File: src/rtl/serial_sub4_pkg.sv
// ----------------------------------------------------------------------------
// serial_sub4_pkg
// Shared types and constants for the bit-serial subtractor.
//   state_t      : FSM state encoding (IDLE, SHIFT, DONE)
//   cnt_width()  : bit-counter width for a given operand width
//   CNT_W        : counter width for the default 4-bit build
// ----------------------------------------------------------------------------
package serial_sub4_pkg;

    typedef enum logic [1:0] {
        IDLE  = 2'd0,
        SHIFT = 2'd1,
        DONE  = 2'd2
    } state_t;

    localparam int WIDTH_DEFAULT = 4;

    // A 1-bit counter is still needed when the width is small enough
    // that $clog2 would return 0.
    function automatic int cnt_width(input int w);
        return (w > 1) ? $clog2(w) : 1;
    endfunction

    localparam int CNT_W = cnt_width(WIDTH_DEFAULT);

endpackage

File: src/rtl/serial_sub4_if.sv
// ----------------------------------------------------------------------------
// serial_sub4_if
// Start/done handshake and operand/result bus of serial_sub4.
//   start, a, b, bin    : request and operands (controller -> block)
//   mode                : 1 = subtract, 0 = add; present only when
//                         SERIAL_SUB4_ADD_MODE_EN is defined
//   busy, done          : status (block -> controller)
//   diff, bout,
//   shiftedborrow       : registered results (block -> controller)
// Modports: master = controller side, slave = serial_sub4 side.
// ----------------------------------------------------------------------------
interface serial_sub4_if #(
    parameter int WIDTH = 4
);
    logic             start;
    logic [WIDTH-1:0] a;
    logic [WIDTH-1:0] b;
    logic             bin;
`ifdef SERIAL_SUB4_ADD_MODE_EN
    logic             mode;
`endif
    logic             busy;
    logic             done;
    logic [WIDTH-1:0] diff;
    logic             bout;
    logic [WIDTH:0]   shiftedborrow;

`ifdef SERIAL_SUB4_ADD_MODE_EN
    modport master (output start, a, b, bin, mode,
                    input  busy, done, diff, bout, shiftedborrow);
    modport slave  (input  start, a, b, bin, mode,
                    output busy, done, diff, bout, shiftedborrow);
`else
    modport master (output start, a, b, bin,
                    input  busy, done, diff, bout, shiftedborrow);
    modport slave  (input  start, a, b, bin,
                    output busy, done, diff, bout, shiftedborrow);
`endif

endinterface

File: src/rtl/serial_sub4_full_sub1.sv
// ----------------------------------------------------------------------------
// full_sub1
// Combinational 1-bit full subtractor: d = x - y - bi, borrow out bo.
// With SERIAL_SUB4_ADD_MODE_EN defined, an extra mode input selects
// subtraction (mode=1) or addition (mode=0, bi/bo act as carry).
//   x, y  : operand bits
//   bi    : borrow (or carry) in
//   mode  : operation select (optional)
//   d     : result bit
//   bo    : borrow (or carry) out
// ----------------------------------------------------------------------------
module full_sub1 (
    input  logic x,
    input  logic y,
    input  logic bi,
`ifdef SERIAL_SUB4_ADD_MODE_EN
    input  logic mode,
`endif
    output logic d,
    output logic bo
);

    logic borrow;

    // Sum and difference bits are identical; only the chain term differs.
    assign d      = x ^ y ^ bi;
    assign borrow = (~x & y) | (~(x ^ y) & bi);

`ifdef SERIAL_SUB4_ADD_MODE_EN
    logic carry;
    assign carry = (x & y) | (x & bi) | (y & bi);
    assign bo    = mode ? borrow : carry;
`else
    assign bo    = borrow;
`endif

endmodule

File: src/rtl/serial_sub4.sv
// ----------------------------------------------------------------------------
// serial_sub4
// Bit-serial WIDTH-bit full subtractor, LSB first, one bit per clock,
// behind a start/done handshake. Computes a - b - bin and exposes the
// borrow chain ([0]=bin, [i+1]=borrow out of bit i).
// Optional feature macro: SERIAL_SUB4_ADD_MODE_EN (adds mode: 0 = add).
//   clk    : rising-edge clock
//   rst_n  : asynchronous active-low reset
//   bus    : serial_sub4_if.slave (start, a, b, bin, [mode],
//            busy, done, diff, bout, shiftedborrow)
// ----------------------------------------------------------------------------
module serial_sub4
    import serial_sub4_pkg::*;
#(
    parameter int WIDTH = 4
) (
    input  logic            clk,
    input  logic            rst_n,
    serial_sub4_if.slave    bus
);

    localparam int CW = cnt_width(WIDTH);

    state_t           state;
    logic [CW-1:0]    cnt;
    logic [WIDTH-1:0] a_r;
    logic [WIDTH-1:0] b_r;
    logic [WIDTH-1:0] work_diff;
    // Borrow chain shifts in from the top: the current borrow is always
    // work_br[WIDTH], and after WIDTH shifts bin lands in bit 0.
    logic [WIDTH:0]   work_br;
`ifdef SERIAL_SUB4_ADD_MODE_EN
    logic             mode_r;
`endif

    logic d_bit;
    logic br_next;
    logic last_bit;

    // Operands shift right so the bit being processed is always bit 0.
    full_sub1 u_bit (
        .x    (a_r[0]),
        .y    (b_r[0]),
        .bi   (work_br[WIDTH]),
`ifdef SERIAL_SUB4_ADD_MODE_EN
        .mode (mode_r),
`endif
        .d    (d_bit),
        .bo   (br_next)
    );

    assign last_bit = (cnt == CW'(WIDTH - 1));

    // NOTE: sequential state uses non-blocking assignments only, so every
    // register samples the pre-edge values regardless of statement order.
    // The working registers are few and small, so all of them are reset
    // to give a fully defined state after rst_n.
    always_ff @(posedge clk or negedge rst_n) begin
        if (!rst_n) begin
            state             <= IDLE;
            cnt               <= '0;
            a_r               <= '0;
            b_r               <= '0;
            work_diff         <= '0;
            work_br           <= '0;
`ifdef SERIAL_SUB4_ADD_MODE_EN
            mode_r            <= 1'b1;
`endif
            bus.busy          <= 1'b0;
            bus.done          <= 1'b0;
            bus.diff          <= '0;
            bus.bout          <= 1'b0;
            bus.shiftedborrow <= '0;
        end else begin
            bus.done <= 1'b0;
            unique case (state)
                IDLE, DONE: begin
                    if (bus.start) begin
                        state     <= SHIFT;
                        bus.busy  <= 1'b1;
                        cnt       <= '0;
                        a_r       <= bus.a;
                        b_r       <= bus.b;
                        work_diff <= '0;
                        work_br   <= {bus.bin, WIDTH'(0)};
`ifdef SERIAL_SUB4_ADD_MODE_EN
                        mode_r    <= bus.mode;
`endif
                    end else begin
                        state <= IDLE;
                    end
                end

                SHIFT: begin
                    a_r       <= a_r >> 1;
                    b_r       <= b_r >> 1;
                    work_diff <= {d_bit, work_diff[WIDTH-1:1]};
                    work_br   <= {br_next, work_br[WIDTH:1]};
                    cnt       <= cnt + CW'(1);
                    // Results are published straight from the final shift so
                    // they are visible during the DONE cycle itself.
                    if (last_bit) begin
                        state             <= DONE;
                        bus.busy          <= 1'b0;
                        bus.done          <= 1'b1;
                        bus.diff          <= {d_bit, work_diff[WIDTH-1:1]};
                        bus.bout          <= br_next;
                        bus.shiftedborrow <= {br_next, work_br[WIDTH:1]};
                    end
                end

                default: begin
                    state    <= IDLE;
                    bus.busy <= 1'b0;
                end
            endcase
        end
    end

endmodule
File: src/flat_wrapper.sv
// flat-port wrapper written by rule: the top's interface ports become plain ports
module serial_sub4_flat import serial_sub4_pkg::*;
#(
    parameter int WIDTH = 4
)
  (clk, rst_n, bus_start, bus_a, bus_b, bus_bin, bus_busy, bus_done, bus_diff, bus_bout, bus_shiftedborrow);
  serial_sub4_if #(.WIDTH(WIDTH)) bus_i ();
  input  logic clk;
  input  logic rst_n;
  input wire logic [$bits(bus_i.start)-1:0] bus_start;
  input wire logic [$bits(bus_i.a)-1:0] bus_a;
  input wire logic [$bits(bus_i.b)-1:0] bus_b;
  input wire logic [$bits(bus_i.bin)-1:0] bus_bin;
  output wire logic [$bits(bus_i.busy)-1:0] bus_busy;
  output wire logic [$bits(bus_i.done)-1:0] bus_done;
  output wire logic [$bits(bus_i.diff)-1:0] bus_diff;
  output wire logic [$bits(bus_i.bout)-1:0] bus_bout;
  output wire logic [$bits(bus_i.shiftedborrow)-1:0] bus_shiftedborrow;
  assign bus_i.start = bus_start;
  assign bus_i.a = bus_a;
  assign bus_i.b = bus_b;
  assign bus_i.bin = bus_bin;
  assign bus_busy = bus_i.busy;
  assign bus_done = bus_i.done;
  assign bus_diff = bus_i.diff;
  assign bus_bout = bus_i.bout;
  assign bus_shiftedborrow = bus_i.shiftedborrow;
  serial_sub4 #(.WIDTH(WIDTH)) u_core (.clk(clk), .rst_n(rst_n), .bus(bus_i));
endmodule
File: config.mk
export PLATFORM = sky130hd
export DESIGN_NAME = serial_sub4_flat
export DESIGN_NICKNAME = d
export VERILOG_FILES = /design/src/rtl/serial_sub4_pkg.sv /design/src/rtl/serial_sub4_if.sv /design/src/rtl/serial_sub4_full_sub1.sv /design/src/rtl/serial_sub4.sv /design/src/flat_wrapper.sv
export SDC_FILE = /design/constraint.sdc
export NUM_CORES = 1
export LEC_CHECK = 0
export CAP_MARGIN = 20
export CORE_ASPECT_RATIO = 1.4
export CORE_UTILIZATION = 35
export CTS_CLUSTER_DIAMETER = 120
export DETAILED_ROUTE_END_ITERATION = 8
export GPL_ROUTABILITY_DRIVEN = 0
export SETUP_SLACK_MARGIN = 0.02
export SLEW_MARGIN = 15
export SYNTH_ARGS = -nofsm -noshare
export SYNTH_HDL_FRONTEND = slang
export SYNTH_HIERARCHICAL = 1
export SYNTH_SLANG_ARGS = --single-unit
File: constraint.sdc
create_clock -name clk -period 1.6 [get_ports clk]
set_input_delay 0.4 -clock clk [delete_from_list [all_inputs] [get_ports clk]]
set_output_delay 0.4 -clock clk [all_outputs]
set_load 0.03 [all_outputs]
* After elaboration in Yosys (flattened, before gate mapping)
Cells that the tools add are included.
** Cells by class
- Multiplexer cells :: 18
- Bitwise logic cells :: 7
- Divide/modulo/power cells :: 0
- Add/sub/neg operators :: 1
- Reductions and logical operators :: 6
- Equality and inequality tests :: 5
- Order comparisons :: 0
- Shift-type cells :: 0
- Multiply operators :: 0
** Operators by type and width (number)
- 4-bit one-hot mux with 2 select lines :: 3
- 4-bit 2-to-1 mux :: 3
- 5-bit one-hot mux with 2 select lines :: 1
- 2-bit one-hot mux with 2 select lines :: 2
- 2-bit AND reduction :: 3
- 1-bit 2-to-1 mux :: 5
- 5-bit 2-to-1 mux :: 1
- 2-bit equality test (second input constant) :: 2
- 2-bit 2-to-1 mux :: 2
- 2-bit by 1-bit adder with 2-bit output (second input constant) :: 1
- 1-bit bitwise AND :: 2
- 2-bit by 1-bit equality test with 1-bit output (second input constant) :: 1
- 2-bit zero test :: 1
- 2-bit by 1-bit inequality test with 1-bit output (second input constant) :: 1
- 2-bit inequality test (second input constant) :: 1
- 1-bit inverter :: 2
- 1-bit one-hot mux with 2 select lines :: 1
- 2-bit nonzero test :: 1
- 2-bit OR reduction :: 1
- 1-bit XOR :: 2
- 1-bit bitwise OR :: 1
** Storage, ports and cells
- Bits in read-only memories :: 0
- Word-level logic and storage cells :: 48
- Input bits :: 12
- Output and inout port bits :: 12
- Memories :: 0
- Register bits after elaboration :: 33
- Bits in latches :: 0
- Bits in writable memories :: 0

* Logic depth before layout (Yosys ltp)
Gate-level depths: netlist of run 1.
- Word-level depth :: 5
- Depth in mapped cells :: 5
- Depth with buffers taken out :: 5

* Hierarchy
The synthesis of run 1 kept the hierarchy.
** By module, submodules not included
- serial_sub4 :: cells an instance 111, times used 1, seq. area each 750.7 um2, area each 1422.6 um2
- full_sub1 :: cells an instance 4, times used 1, seq. area each 0.0 um2, area each 31.3 um2

* Worst setup path after synthesis of run 1
OpenSTA, ideal clock, no wires.
- Path type :: register -> register
- Start :: register u_core.b_r[0]
- End :: register u_core.work_diff[3]
- Cell stages (with the launch flop) :: 5
- Period minus slack after synthesis :: 1.407 ns
- Buffers on the path :: 0
- Required time :: 1.479 ns
- Path slack :: 0.193 ns
- Arrival time :: 1.286 ns
- Setup time :: 0.121 ns
- Cell sequence :: dfrtp_1 > inv_1 > fa_1 > mux2_2 > a22o_1
** On the way
- Cells in the longest elaborated chain, start to end :: 3
** RTL lines
- from (decl) :: RTL line serial_sub4.sv:27 : logic [WIDTH-1:0] b_r;
- from (signal assigned) :: RTL line serial_sub4.sv:83 : b_r <= bus.b;
- from (signal assigned) :: RTL line serial_sub4.sv:96 : b_r <= b_r >> 1;
- 1-bit XOR (2 in series) :: RTL line serial_sub4_full_sub1.sv:26 : assign d = x ^ y ^ bi;
- named net u_core.d_bit :: RTL line serial_sub4.sv:36 : logic d_bit;
- 4-bit one-hot mux with 2 select lines :: RTL line serial_sub4.sv:76 : unique case (state)
- to (signal assigned) :: RTL line serial_sub4.sv:97 : work_diff <= {d_bit, work_diff[WIDTH-1:1]};
- to (decl) :: RTL line serial_sub4.sv:28 : logic [WIDTH-1:0] work_diff;
The timed path passes the listed nets, and every way through them passes these cells.
A chain may end at the register's enable or synchronous reset.

* Worst setup path after layout of run 1
- Start :: register u_core.state[1]
- End :: register u_core.bus.diff[0]
** On the way
- Cells in the longest elaborated chain, start to end :: 2
** RTL lines
- from (decl) :: RTL line serial_sub4.sv:24 : state_t state;
- from (signal assigned) :: RTL line serial_sub4.sv:60 : state <= IDLE;
- from (signal assigned) :: RTL line serial_sub4.sv:79 : state <= SHIFT;
- from (signal assigned) :: RTL line serial_sub4.sv:90 : state <= IDLE;
- 2-bit by 1-bit equality test with 1-bit output :: RTL line serial_sub4.sv:76
- 2-bit AND reduction (no source line)
- to (signal assigned) :: RTL line serial_sub4.sv:106 : bus.diff <= {d_bit, work_diff[WIDTH-1:1]};
- to (decl) :: RTL line serial_sub4_if.sv:37 : output busy, done, diff, bout, shiftedborrow);
No other way between the ends.

==> summary.md, run 1 <==
| Metric | Value |
|---|---|
| Distinct cell type count after synthesis | `26` |
| Power per Cell Area | `around 2000 nW/µm²` |
| Worst Skew | `between 0.003 and 0.004 ns` |
| Worst Reg-to-Reg Cells | `4` |
| Drt via density | `roughly 5` |
| VDD IR max | `about 0.91 mV` |
| Initial antenna violation count | `0` |
| Worst hold slack | `slightly below 0.5 ns` |
| Worst Hold Class | `input port to asynchronous set/reset pin` |
| Worst R2R End | `u_core/bus.diff[0]$_DFFE_PN0P_` |
| Post-DP Area | `roughly 1800 µm²` |
| Final hold vios | `0` |
| Die area | `approximately 4400 µm²` |
| Crit path kind | `flip-flop to flip-flop` |
| Clock Path Buffers | `2` |
| Core area | `3950 µm²` |
| Initial core utilization | `between 30% and 40%` |
| Final Slew Violations | `0` |
| Largest cells by area after synthesis | `dfrtp_1 52%, mux2_4 8.3%, mux2_2 6.2%` |
| FMAX | `a little under 0.7 GHz` |
| Drt total wl | `approximately 2600 µm` |
| Post-CTS Resized | `12` |
| Synth-to-layout area growth | `26.2%` |
| Yosys top cell area share | `51.6%` |
| CP Data Required Time | `approximately 1.8 ns` |
| Yosys warning total | `6` |
| Top fanout value on the critical path | `10` |
| Clock Root Buffer | `clkbuf_8` |
| Combinational Power Share | `between 40% and 50%` |
| Worst Tran Pin Value | `~0.48 ns` |
| CP startpoint kind | `flip-flop` |
| Register area share after synthesis | `between 50% and 60%` |
| Power Internal | `between 2 and 2.5 mW` |
| Syn_area_per_cell | `12.6 µm²` |
| Die Width | `around 56 µm` |
| DRT Pass-1 Iters | `4` |
| First-pass GRT wire length | `around 4400 µm` |
| Mapped Cells | `roughly 120` |
| DRC Markers | `0` |
| Leakage | `0.879 nW` |
| Setup bufs post-CTS | `0` |
| Die height | `78.3 µm` |
| Gr usage total | `roughly an eighth` |
| Hold buffers post-CTS | `0` |
| Row count | `27` |
| Final nets | `158` |
| Worst r2r src | `u_core/state[1]$_DFFE_PN0P_` |
| Unrepaired setup endpoints after global routing | `no` |
| R2R setup slack | `about 0.13 ns` |
| Via count | `approximately 940` |
| Final HPWL from detailed placement | `between 1500 and 2000 µm` |
| Synth area leader | `dfrtp_1` |
| Clock Power Share | `roughly 17%` |
| Routed wire per std cell | `between 10 and 15 µm` |
| Sw frac | `between 30% and 40%` |
| Diodes inserted | `0` |
| Crit share post-route | `91.8%` |
| Utilization after layout | `roughly 46%` |
| Net count after synthesis | `roughly 130` |
| Switching pwr | `approximately 1.4 mW` |
| Relative slew slack | `approximately two thirds` |
| CTS tree | `built` |
| Max_cap viols | `0` |
| FF+latch count, synth | `30` |
| Fin crit period | `approximately 1.5 ns` |
| Crit path DAT | `around 1.6 ns` |
| Gr ovfl total | `0` |
| Initial DRC count | `12` |
| CTS H-tree lvls | `2` |
| Cell area after layout | `approximately 1800 µm²` |
| Largest net degree at the start of global routing | `31` |
| CTS buffer count | `5` |
| Post-Route Setup TNS | `0 ns` |
| Fraction of layout cells with a size suffix above 1 | `about 24%` |
| Pre-CTS setup slack | `-0.0487 ns` |
| # setup viols final | `0` |
| Tot Pwr | `~3.7 mW` |
| Final std cells w/o fill | `approximately 190` |
| Input/output buffers | `23` |
| Status | `completed` |
| Clk sinks | `30` |
| Final antenna-violating net count | `0` |
| Clock latency on the worst-skew pair | `0.28 ns` |
| Io pins | `24` |
| Seq pwr share | `between 30% and 40%` |
| Fin worst setup slack | `0.130 ns` |
| Clock transition at the registers of the reported paths | `0.06 ns` |
| Vias in the first global route | `961` |
| Crit end category | `flip-flop` |
| Mapped cell area | `about 1500 µm²` |
| Dpl cells | `180` |
routing by layer:
metal  global-route usage, %  vias up  part of all wire [%]
met1                    14.7      454                    42
li1                        -      459                     -
met2                    22.2       19                    51
met3                    3.95        6                   3.7
met4                    7.80        0                   2.4
met5                       0        -                     0
synth_stat cells, drive strengths merged:
cell / count
dfrtp: 30
mux2: 17
buf: 8
nor2b: 8
mux2i: 7
a211oi: 6
a21oi: 6
a22o: 6
inv: 5
nand2: 5
o21ai: 5
nor2: 4
nand2b: 3
a21o: 2
fa: 1
ha: 1
nand3: 1
critical path, stage by stage, from the launching register on:
cell     delay (ns)
dfrtp_1        0.55
nor2b_4        0.28
nand2_8        0.12
inv_2          0.08
mux2_1         0.31
state kept, by name, indices dropped and copies added, names as in the netlist:
signal and count:
u_core/bus.shiftedborrow 5, u_core/a_r 4, u_core/b_r 4, u_core/bus.diff 4
u_core/work_br 4, u_core/work_diff 3, u_core/cnt 2, u_core/state 2
u_core/bus.busy 1, u_core/bus.done 1
cell type report:
cell class	instances	area, µm²
inverter	5	18.8
tap	43	53.8
multi-input combinational	72	627
clock inverter	1	5.00
sequential	30	751
timing repair buffer	30	293
clock buffer	7	86.3
fill	375	2120
placed cells by master (no fill, tap or decap), types with 4 or more instances in the layout:
master            n
mux2_4            8
nand2_1           4
clkdlybuf4s50_1  11
nor2b_1           6
a22o_1            5
o21ai_0           5
buf_4             5
a21oi_1           6
a211oi_1          6
dfrtp_1          30
mux2i_1           7
dlygate4sd2_1    12
nor2_1            4
mux2_2            8
inv_1             4
clkbuf_8          6
how the worst max path moves through the flow:
stage               depth (start not counted)                         from                         endpoint  slack (ns)
floorplan                                   4    u_core/b_r[0]$_DFFE_PN0P_  u_core/work_diff[3]$_DFFE_PN0P_        0.19
global placement                            4                    bus_start        u_core/cnt[0]$_DFFE_PN0P_       -0.02
detailed placement                          4                    bus_start        u_core/cnt[0]$_DFFE_PN0P_       -0.05
CTS                                         4    u_core/b_r[0]$_DFFE_PN0P_  u_core/work_diff[3]$_DFFE_PN0P_        0.12
global route                                4  u_core/state[1]$_DFFE_PN0P_   u_core/bus.diff[0]$_DFFE_PN0P_        0.04
finish                                      4  u_core/state[1]$_DFFE_PN0P_   u_core/bus.diff[0]$_DFFE_PN0P_        0.13
power by group through the flow:
stage | logic, mW | clock network (mW) | registers [mW]
2_1_floorplan | 1.15 | 0 | 1.53
5_1_grt | 1.87 | 0.665 | 1.42
3_3_place_gp | 1.81 | 0 | 1.36
3_5_place_dp | 1.83 | 0 | 1.38
6_report | 1.72 | 0.612 | 1.36
4_1_cts | 1.74 | 0.641 | 1.36
cell families (layout without fill, tap and decap cells):
kind of cell               count (synthesis)  after routing  share of synthesized area (%)
AOI/OAI and AO/OA                         25             25                           11.6
DFF                                       30             30                           51.6
buffers and inverters                     13             43                           5.25
and+or+nand+nor                           21             21                           9.21
adders and majority gates                  2              2                           2.24
muxes                                     24             24                           20.1
No activity file was read; power rests on OpenSTA's default activity.
==> run 2, diff against run 1 <==
--- a/config.mk
+++ b/config.mk
@@ -5,9 +5,11 @@
 export SDC_FILE = /design/constraint.sdc
 export NUM_CORES = 1
 export LEC_CHECK = 0
+export ABC_AREA = 1
 export CAP_MARGIN = 20
 export CORE_ASPECT_RATIO = 1.4
 export CORE_UTILIZATION = 35
+export CTS_BUF_LIST = sky130_fd_sc_hd__clkbuf_16
 export CTS_CLUSTER_DIAMETER = 120
 export DETAILED_ROUTE_END_ITERATION = 8
 export GPL_ROUTABILITY_DRIVEN = 0
==> run 2 against run 1 <==
Compared with the run above: global-route usage up 0.46 points; final cell count is 18% higher; sequential share of layout area is 0.31 points higher; hold slack worse by 0.014 ns; routed wire length down 7.0%; highest routed layer unchanged.
==> summary.md, run 2 <==
| Metric | Value |
|---|---|
| Yosys top cell area share | `a little over half` |
| Worst Tran Pin Value | `0.308 ns` |
| Final std cells w/o fill | `between 200 and 250` |
| Largest register FFs | `5` |
| Most frequent cells in the layout | `47 x nand2_1, 30 x dfrtp_1, 26 x inv_1, 14 x nand3_1, 12 x dlygate4sd2_1` |
| Initial antenna violation count | `0` |
| Register area share after synthesis | `a little over half` |
| Cell area after layout | `1820 µm²` |
| Critical path cell sequence | `dlygate4sd2_1` |
| CTS H-tree lvls | `2` |
| Diodes inserted | `0` |
| Most frequent cell after synthesis | `nand2_1` |
| Clock Root Buffer | `clkbuf_16` |
| Synth-to-layout area growth | `29.6%` |
| Distinct cell type count after synthesis | `19` |
| Fraction of layout cells with a size suffix above 1 | `15.6%` |
| Relative slew slack | `79.6%` |
| Dpl cells | `213` |
| Worst path slowest cell | `dlygate4sd2_1` |
| Post-CTS Resized | `12` |
| First-pass GRT wire length | `between 4000 and 5000 µm` |
| Post-DP Area | `about 1700 µm²` |
| Status | `completed` |
| Hold buffers post-CTS | `0` |
| Final nets | `192` |
| Gr ovfl total | `0` |
| Input/output buffers | `23` |
| Worst Skew | `about 0.0036 ns` |
| Worst Hold Class | `flip-flop to flip-flop` |
| VDD IR max | `0.976 mV` |
| Row count | `26` |
| Clock latency on the worst-skew pair | `0.27 ns` |
| Slowest stage delay, CP | `roughly 0.4 ns` |
| Final antenna-violating net count | `0` |
| Drt via density | `4.66` |
| Core area | `between 3000 and 4000 µm²` |
| Routed wire per std cell | `about 11 µm` |
| Clk sinks | `30` |
| Commonest non-fill, non-tap cell in the layout | `nand2_1` |
| Crit share post-route | `roughly nine tenths` |
| Initial core utilization | `37.6%` |
| Clock Path Buffers | `2` |
| Predominant post-synthesis flop cell | `dfrtp_1` |
| Gr usage total | `between 10% and 20%` |
| Net count after synthesis | `164` |
| Syn_area_per_cell | `9.37 µm²` |
| Yosys warning total | `6` |
| Vias in the first global route | `1,073` |
| CP Data Required Time | `1.20 ns` |
| Drt total wl | `between 2000 and 2500 µm` |
| Crit path kind | `flip-flop to output port` |
| Largest net degree at the start of global routing | `31` |
| Largest register by flop count | `u_core/bus.shiftedborrow` |
| FMAX | `0.703 GHz` |
| DRC Markers | `0` |
| Via count | `1,029` |
| DRT Pass-1 Iters | `4` |
| Initial DRC count | `30` |
| Final Slew Violations | `0` |
| Final HPWL from detailed placement | `1700 µm` |
| Leakage | `0.972 nW` |
| FF+latch count, synth | `30` |
| Ys async rst share | `100%` |
| Setup bufs post-CTS | `0` |
| Fin crit period | `approximately 1.4 ns` |
| Mapped Cells | `150` |
| Post-synth EDFFs | `0` |
| Unrepaired setup endpoints after global routing | `no` |
| Final hold vios | `0` |
| Max_cap viols | `0` |
| Post-Route Setup TNS | `0 ns` |
| Die height | `77.0 µm` |
| Io pins | `24` |
| Family with the most delay on the worst path | `buffers and inverters` |
| Die Width | `55.6 µm` |
| Crit end category | `output port` |
| CTS buffer count | `5` |
| Buffers plus inverters on the worst setup path | `1` |
| Power per Cell Area | `between 2000 and 2500 nW/µm²` |
| Top fanout value on the critical path | `3` |
| Crit path DAT | `about 1.0 ns` |
| Die area | `roughly 4300 µm²` |
| CP startpoint kind | `flip-flop` |
| Synth area leader | `dfrtp_1` |
| # setup viols final | `0` |
| Clock transition at the registers of the reported paths | `roughly 0.050 ns` |
| Most instantiated cells after synthesis | `47 x nand2_1, 30 x dfrtp_1, 26 x inv_1` |
| Mapped cell area | `approximately 1400 µm²` |
| CTS tree | `built` |
| Largest cells by area after synthesis | `dfrtp_1 53%, nand2_1 13%, inv_1 6.9%` |
## run 2: report_power, final
part / internal, mW / switching [mW] / leakage (nW)
registers: 1.11 / 0.216 / 0.377
logic: 0.641 / 1.17 / 0.511
clock network: 0.726 / 0.313 / 0.0836
total: 2.48 / 1.70 / 0.972
## run 2: final timing paths
kind / from / slack (ns) / cells past startpoint / to
worst max-delay path: u_core/bus.shiftedborrow[4]$_DFFE_PN0P_ / 0.18 / 1 / bus_bout
worst min-delay path: u_core/bus.busy$_DFFE_PN0P_ / 0.47 / 2 / u_core/bus.busy$_DFFE_PN0P_
worst max register to register: u_core/work_br[4]$_DFFE_PN0P_ / 0.36 / 7 / u_core/work_br[4]$_DFFE_PN0P_
worst min register to register: u_core/bus.busy$_DFFE_PN0P_ / 0.47 / 2 / u_core/bus.busy$_DFFE_PN0P_
max in group asynchronous: rst_n / 0.95 / 2 / u_core/bus.busy$_DFFE_PN0P_
min in group asynchronous: rst_n / 0.49 / 2 / u_core/b_r[1]$_DFFE_PN0P_
## run 2: area by class of cell
| cell class | instances | area [µm²] |
|---|---|---|
| fill | 348 | 1920 |
| sequential | 30 | 751 |
| multi-input combinational | 87 | 495 |
| timing repair buffer | 25 | 243 |
| clock buffer | 5 | 125 |
| inverter | 29 | 114 |
| tap | 42 | 52.6 |
| clock inverter | 3 | 40.0 |
## run 2: routing by layer
metal	wire length [µm]	track usage, %
met2	1270	26.0
met3	118	4.72
met4	50	6.25
met1	956	12.9
met5	0	0
## run 2: kinds of logic after synthesis
kind of cell    after synthesis  share of synthesized area, %
fa+ha+maj                     2                          2.32
flops                        30                          53.4
buf+inv                      33                          11.3
compound gates               18                          9.62
simple gates                 67                          23.3
## run 2: metrics by stage
step	total power [mW]	util (%)	worst slack, ns	hold slack (ns)
6_report	4.18	48.7	0.178	0.467
3_3_place_gp	3.23	44.6	0.127	0.465
3_5_place_dp	3.28	44.6	0.114	0.469
4_1_cts	4.25	48.7	0.158	0.475
5_1_grt	4.53	48.7	0.124	0.492
2_1_floorplan	2.79	-	0.479	0.104
==> RTL change 1 (flow settings as in run 2) <==
Make the reset (`rst_n`) synchronous in one clocked block. Comments in the files are not updated.
--- a/src/rtl/serial_sub4.sv
+++ b/src/rtl/serial_sub4.sv
@@ -55,7 +55,7 @@
     // register samples the pre-edge values regardless of statement order.
     // The working registers are few and small, so all of them are reset
     // to give a fully defined state after rst_n.
-    always_ff @(posedge clk or negedge rst_n) begin
+    always_ff @(posedge clk) begin
         if (!rst_n) begin
             state             <= IDLE;
             cnt               <= '0;
Check against the original RTL: differs if rst_n is asserted again (counterexample within 4 cycles, from zero or initial values and one cycle with rst_n low); with rst_n held inactive, the same outputs for 10 cycles.
==> RTL change 1 against run 2 <==
Clock skew decreased by 0.78 ps; sequential cell count unchanged; cell count increased by 9.5%; routed wire length increased by 12%; final area decreased by 7.8%; area after synthesis decreased by 7.9%; worst setup slack improved by 5.6 ps; non-clock buffer count increased by 4; global-route usage increased by 2.9 points.
Power is not compared: it rests on default switching activity, and its combinational part moved more than twofold at a synthesized area within 25%.
==> RTL change 1: results <==
group,metric,value,unit
setup_path,regToRegSetupSlack,410,ps
setup_path,path_class,"reg -> out",
finish,diodes,0,
route,wire_per_inst,11.1,um
setup_path,startpoint,"u_core/bus.bout",
clock_network,cts_made_buffers,5,
hold_path,hold_path.class,"reg -> reg",
route,firstDrtPassIters,4,
clock_network,clk_pin_slew,50,ps
clock_network,htreeDepth,2,
global_routing,grt_first_pass_wirelength,4700,um
clock_network,clockRootBuffer,"clkbuf_16",
yosys,postSynth.asyncResetShare,0,%
global_routing,grt_max_degree,19,
yosys,ys_types,20,
yosys,ys_warn_count,6,
route,vias,1149,
hold_path,hold_path_startpoint,"u_core/bus.diff[0]",
route,drt-initial-drc-count,24,
global_routing,grt_util_met3,7.36,%
yosys,synth_area_leaders,"dfxtp_1 46%, nand2_1 12%, nand3_1 12%",
hold_path,hold_path_end,"u_core/bus.diff[0]",
route,maxUsedRoutingLayer,"met4",
yosys,synthFlopType,"dfxtp_1",
power_and_ir_drop,ir_drop,0.743,mV
global_routing,use_met2,27.1,%
placed_design,portBuffers,23,
timing,clock_skew,2.80,ps
setup_path,worstRegToRegCells,4,
clock_network,cts_resized,12,
yosys,synthTopCellsByCount,"41 x nand2_1, 30 x dfxtp_1, 30 x nand3_1",
placed_design,dpl.hpwl,1950,um
route,wl_met2,1310,um
global_routing,grt_util_met1,17.4,%
clock_network,cts.path.max_buffers,2,
finish,drive_gt1_share,9.41,%
route,wl_met1,1140,um
setup_path,setup.worst_path.end,"bus_shiftedborrow[4]",
clock_network,post_cts_buffers,0,
yosys,synth_nets,188,
timing,slew_headroom,75.6,%
global_routing,antenna_found_initial,0,
power_and_ir_drop,p_leak,0.811,nW
setup_path,crit_fanout,3,
yosys,yosysSeqAreaShare,46.4,%
hold_path,worstHoldPathCells,2,
status,status,"complete, no violations",
route,dr_wl_met3,169,um
power_and_ir_drop,power_switching,448,uW
setup_path,reg2reg_from,"u_core/b_r[0]",
finish,fillers,355,
setup_path,reg2reg_to,"u_core/work_diff[3]",
setup_path,critPathMaxStageDelay,400,ps
finish,nNetsFinal,215,
global_routing,grt_usage,16.7,%
setup_path,cp_data_arrival_time,1020,ps
## RTL change 1: changes by cell type after synthesis, moves of 8 or more
cell | run 2 | this run
nor2_1 | 1 | 9
o21ai_2 | 9 | 0
dfxtp_1 | 0 | 30
nand3_1 | 14 | 30
dfrtp_1 | 30 | 0
a21oi_1 | 0 | 14
## RTL change 1: layout make-up
cell class                      instances  area, um^2  share of cell area [%]
Sequential cell                        30         601                    35.8
Multi-Input combinational cell        111         539                    32.1
Timing Repair Buffer                   29         260                    15.5
Clock buffer                            5         125                    7.46
Inverter                               24        90.1                    5.37
Tap cell                               40        50.0                    2.98
Clock inverter                          3        12.5                   0.746
## RTL change 1: logic make-up after synthesis
kind of cell | Yosys count | synth area share (%)
AND/OR/NAND/NOR | 92 | 32.6
buffers and inverters | 33 | 11.9
AO/OA/AOI/OAI | 17 | 6.58
flip-flops | 30 | 46.4
adder cells (fa/ha/maj) | 2 | 2.51
## RTL change 1: power by group through the flow
| stage | clock [mW] | sequential, mW | combinational (mW) |
|---|---|---|---|
| after CTS | 0.890 | 0.804 | 0.227 |
| after global routing | 0.910 | 0.808 | 0.258 |
| after global placement | 0 | 0.817 | 0.226 |
| after detailed placement | 0 | 0.818 | 0.227 |
| final | 0.861 | 0.804 | 0.223 |
| after floorplan | 0 | 0.817 | 0.160 |
## RTL change 1: through the flow
stage / setup WS [ps] / hold slack (ps) / area (um^2) / total power, mW / cells
2_1_floorplan: 481 / 428 / 1290 / 0.978 / 174
3_3_place_gp: 91.2 / 452 / 1560 / 1.04 / 234
3_5_place_dp: 81.7 / 457 / 1560 / 1.04 / 234
4_1_cts: 171 / 464 / 1680 / 1.92 / 242
5_1_grt: 144 / 493 / 1680 / 1.98 / 242
6_report: 183 / 456 / 1680 / 1.89 / 242
==> RTL change 2 (flow settings as in run 2) <==
Without the edit above. `WIDTH` is set to 4 in 3 places; all go to 3.
--- a/src/rtl/serial_sub4_if.sv
+++ b/src/rtl/serial_sub4_if.sv
@@ -10,7 +10,7 @@
 // Modports: master = controller side, slave = serial_sub4 side.
 // ----------------------------------------------------------------------------
 interface serial_sub4_if #(
-    parameter int WIDTH = 4
+    parameter int WIDTH = 3
 );
     logic             start;
     logic [WIDTH-1:0] a;
--- a/src/rtl/serial_sub4.sv
+++ b/src/rtl/serial_sub4.sv
@@ -12,7 +12,7 @@
 module serial_sub4
     import serial_sub4_pkg::*;
 #(
-    parameter int WIDTH = 4
+    parameter int WIDTH = 3
 ) (
     input  logic            clk,
     input  logic            rst_n,
--- a/src/flat_wrapper.sv
+++ b/src/flat_wrapper.sv
@@ -1,7 +1,7 @@
 // flat-port wrapper written by rule: the top's interface ports become plain ports
 module serial_sub4_flat import serial_sub4_pkg::*;
 #(
-    parameter int WIDTH = 4
+    parameter int WIDTH = 3
 )
   (clk, rst_n, bus_start, bus_a, bus_b, bus_bin, bus_busy, bus_done, bus_diff, bus_bout, bus_shiftedborrow);
   serial_sub4_if #(.WIDTH(WIDTH)) bus_i ();
Interface: changed (resized bus_a, bus_b, bus_diff and bus_shiftedborrow); port bits go from 24 to 20. No check against the original RTL was run, so the function may have changed too.
==> RTL change 2 against run 2 <==
Routed wire length fell by 20%; sequential cell count fell by 6; register-to-register slack improved by 30 ps; critical path depth did not move; cell count fell by 18%; power fell by 25%; combinational power fell by 14%; maximum frequency fell by 0.42%; die area fell by 18%; worst setup slack got worse by 6.0 ps; final area fell by 21%; area after synthesis fell by 19%.
==> RTL change 2: results <==
group,metric,value,unit
global_routing,grt_usage,13.9,%
setup_path,reg2reg_to,"u_core/work_diff[2]",
setup_path,startpoint,"u_core/bus.shiftedborrow[3]",
finish,drive_gt1_share,21.1,%
hold_path,worstHoldPathCells,2,
setup_path,setup.worst_path.end,"bus_bout",
route,wire_per_inst,10.5,um
timing,clock_skew,1.30,ps
yosys,yosysSeqAreaShare,52.5,%
global_routing,grt_util_met1,16.1,%
hold_path,hold_path_startpoint,"u_core/bus.diff[0]",
route,vias,801,
global_routing,use_met2,23.9,%
yosys,avgSynthCellArea,9.45,um^2
finish,largest_reg_flops,4,
setup_path,critPathTopFamily,"buffers and inverters",
yosys,postSynth.asyncResetShare,100,%
job,maxCapViolations,0,
clock_network,clockRootBuffer,"clkbuf_16",
yosys,synth_area_leaders,"dfrtp_1 53%, nand2_1 12%, o21ai_2 7.7%",
setup_path,crit_fanout,3,
finish,nNetsFinal,156,
route,vias_per_cell,4.43,
global_routing,grt_first_pass_wirelength,3710,um
yosys,ys_types,17,
placed_design,portBuffers,19,
placed_design,place_inst,178,
clock_network,cts.path.max_buffers,2,
yosys,synth_nets,133,
power_and_ir_drop,p_leak,0.781,nW
route,drt-initial-drc-count,12,
hold_path,hold_path_end,"u_core/bus.diff[0]",
status,status,"complete, no violations",
global_routing,grt_pass1_vias,854,
global_routing,grt_max_degree,25,
clock_network,cts_made_buffers,3,
setup_path,path_class,"reg -> out",
setup_path,cp_slowest_cell,"dlygate4sd2_1",
setup_path,cp_data_arrival_time,1030,ps
clock_network,clkLatencyLatePin,250,ps
clock_network,htreeDepth,1,
power_and_ir_drop,ir_drop,0.818,mV
hold_path,hold_path.class,"reg -> reg",
setup_path,worstRegToRegCells,4,
global_routing,grt_util_met3,2.19,%
yosys,synthTopCellsByCount,"36 x nand2_1, 24 x dfrtp_1, 22 x inv_1",
placed_design,dpl.hpwl,1450,um
setup_path,regToRegSetupSlack,390,ps
setup_path,reg2reg_from,"u_core/work_br[3]",
timing,tightest_slew,302,ps
-- RTL change 2: what timing repair did --
item,in CTS,in global routing
hold endpoints to repair,0,0
endpoints found under the setup margin,10,0
buffers inserted,0,0
hold buffers,0,0
resized for setup,10,0
-- RTL change 2: cell type report --
| cell class | count | area, um^2 |
|---|---|---|
| Inverter | 24 | 92.6 |
| Sequential cell | 24 | 601 |
| Tap cell | 39 | 48.8 |
| Fill cell | 317 | 1680 |
| Clock buffer | 3 | 75.1 |
| Multi-Input combinational cell | 69 | 409 |
| Timing Repair Buffer | 22 | 213 |
-- RTL change 2: power breakdown --
group	switching (mW)	internal, mW	total, mW	leakage, nW
combinational	0.979	0.583	1.56	0.442
sequential	0.156	0.886	1.04	0.302
clock	0.191	0.330	0.520	0.0370
total	1.33	1.80	3.12	0.781
-- RTL change 2: kinds of logic (layout without fill, tap and decap cells) --
group	Yosys count	in the layout	share of synthesized area, %
and+or+nand+nor	53	53	23.5
buffers and inverters	28	49	11.7
DFF	24	24	52.5
AOI/OAI and AO/OA	14	14	9.41
adders and majority gates	2	2	2.84
-- RTL change 2: layer usage --
layer / vias to the layer above / part of all wire, %
li1: 407 / -
met1: 379 / 43
met3: 2 / 3.0
met5: - / 0
met4: 0 / 1.3
met2: 13 / 52
-- RTL change 2: per-stage QoR --
stage | hold WS [ps] | setup slack [ps] | cell area, um^2 | power [mW]
6_report | 471 | 172 | 1440 | 3.12
5_1_grt | 506 | 129 | 1440 | 3.41
4_1_cts | 478 | 159 | 1440 | 3.17
3_5_place_dp | 467 | 87.0 | 1380 | 2.71
3_3_place_gp | 462 | 115 | 1380 | 2.68
2_1_floorplan | 104 | 463 | 1140 | 2.26
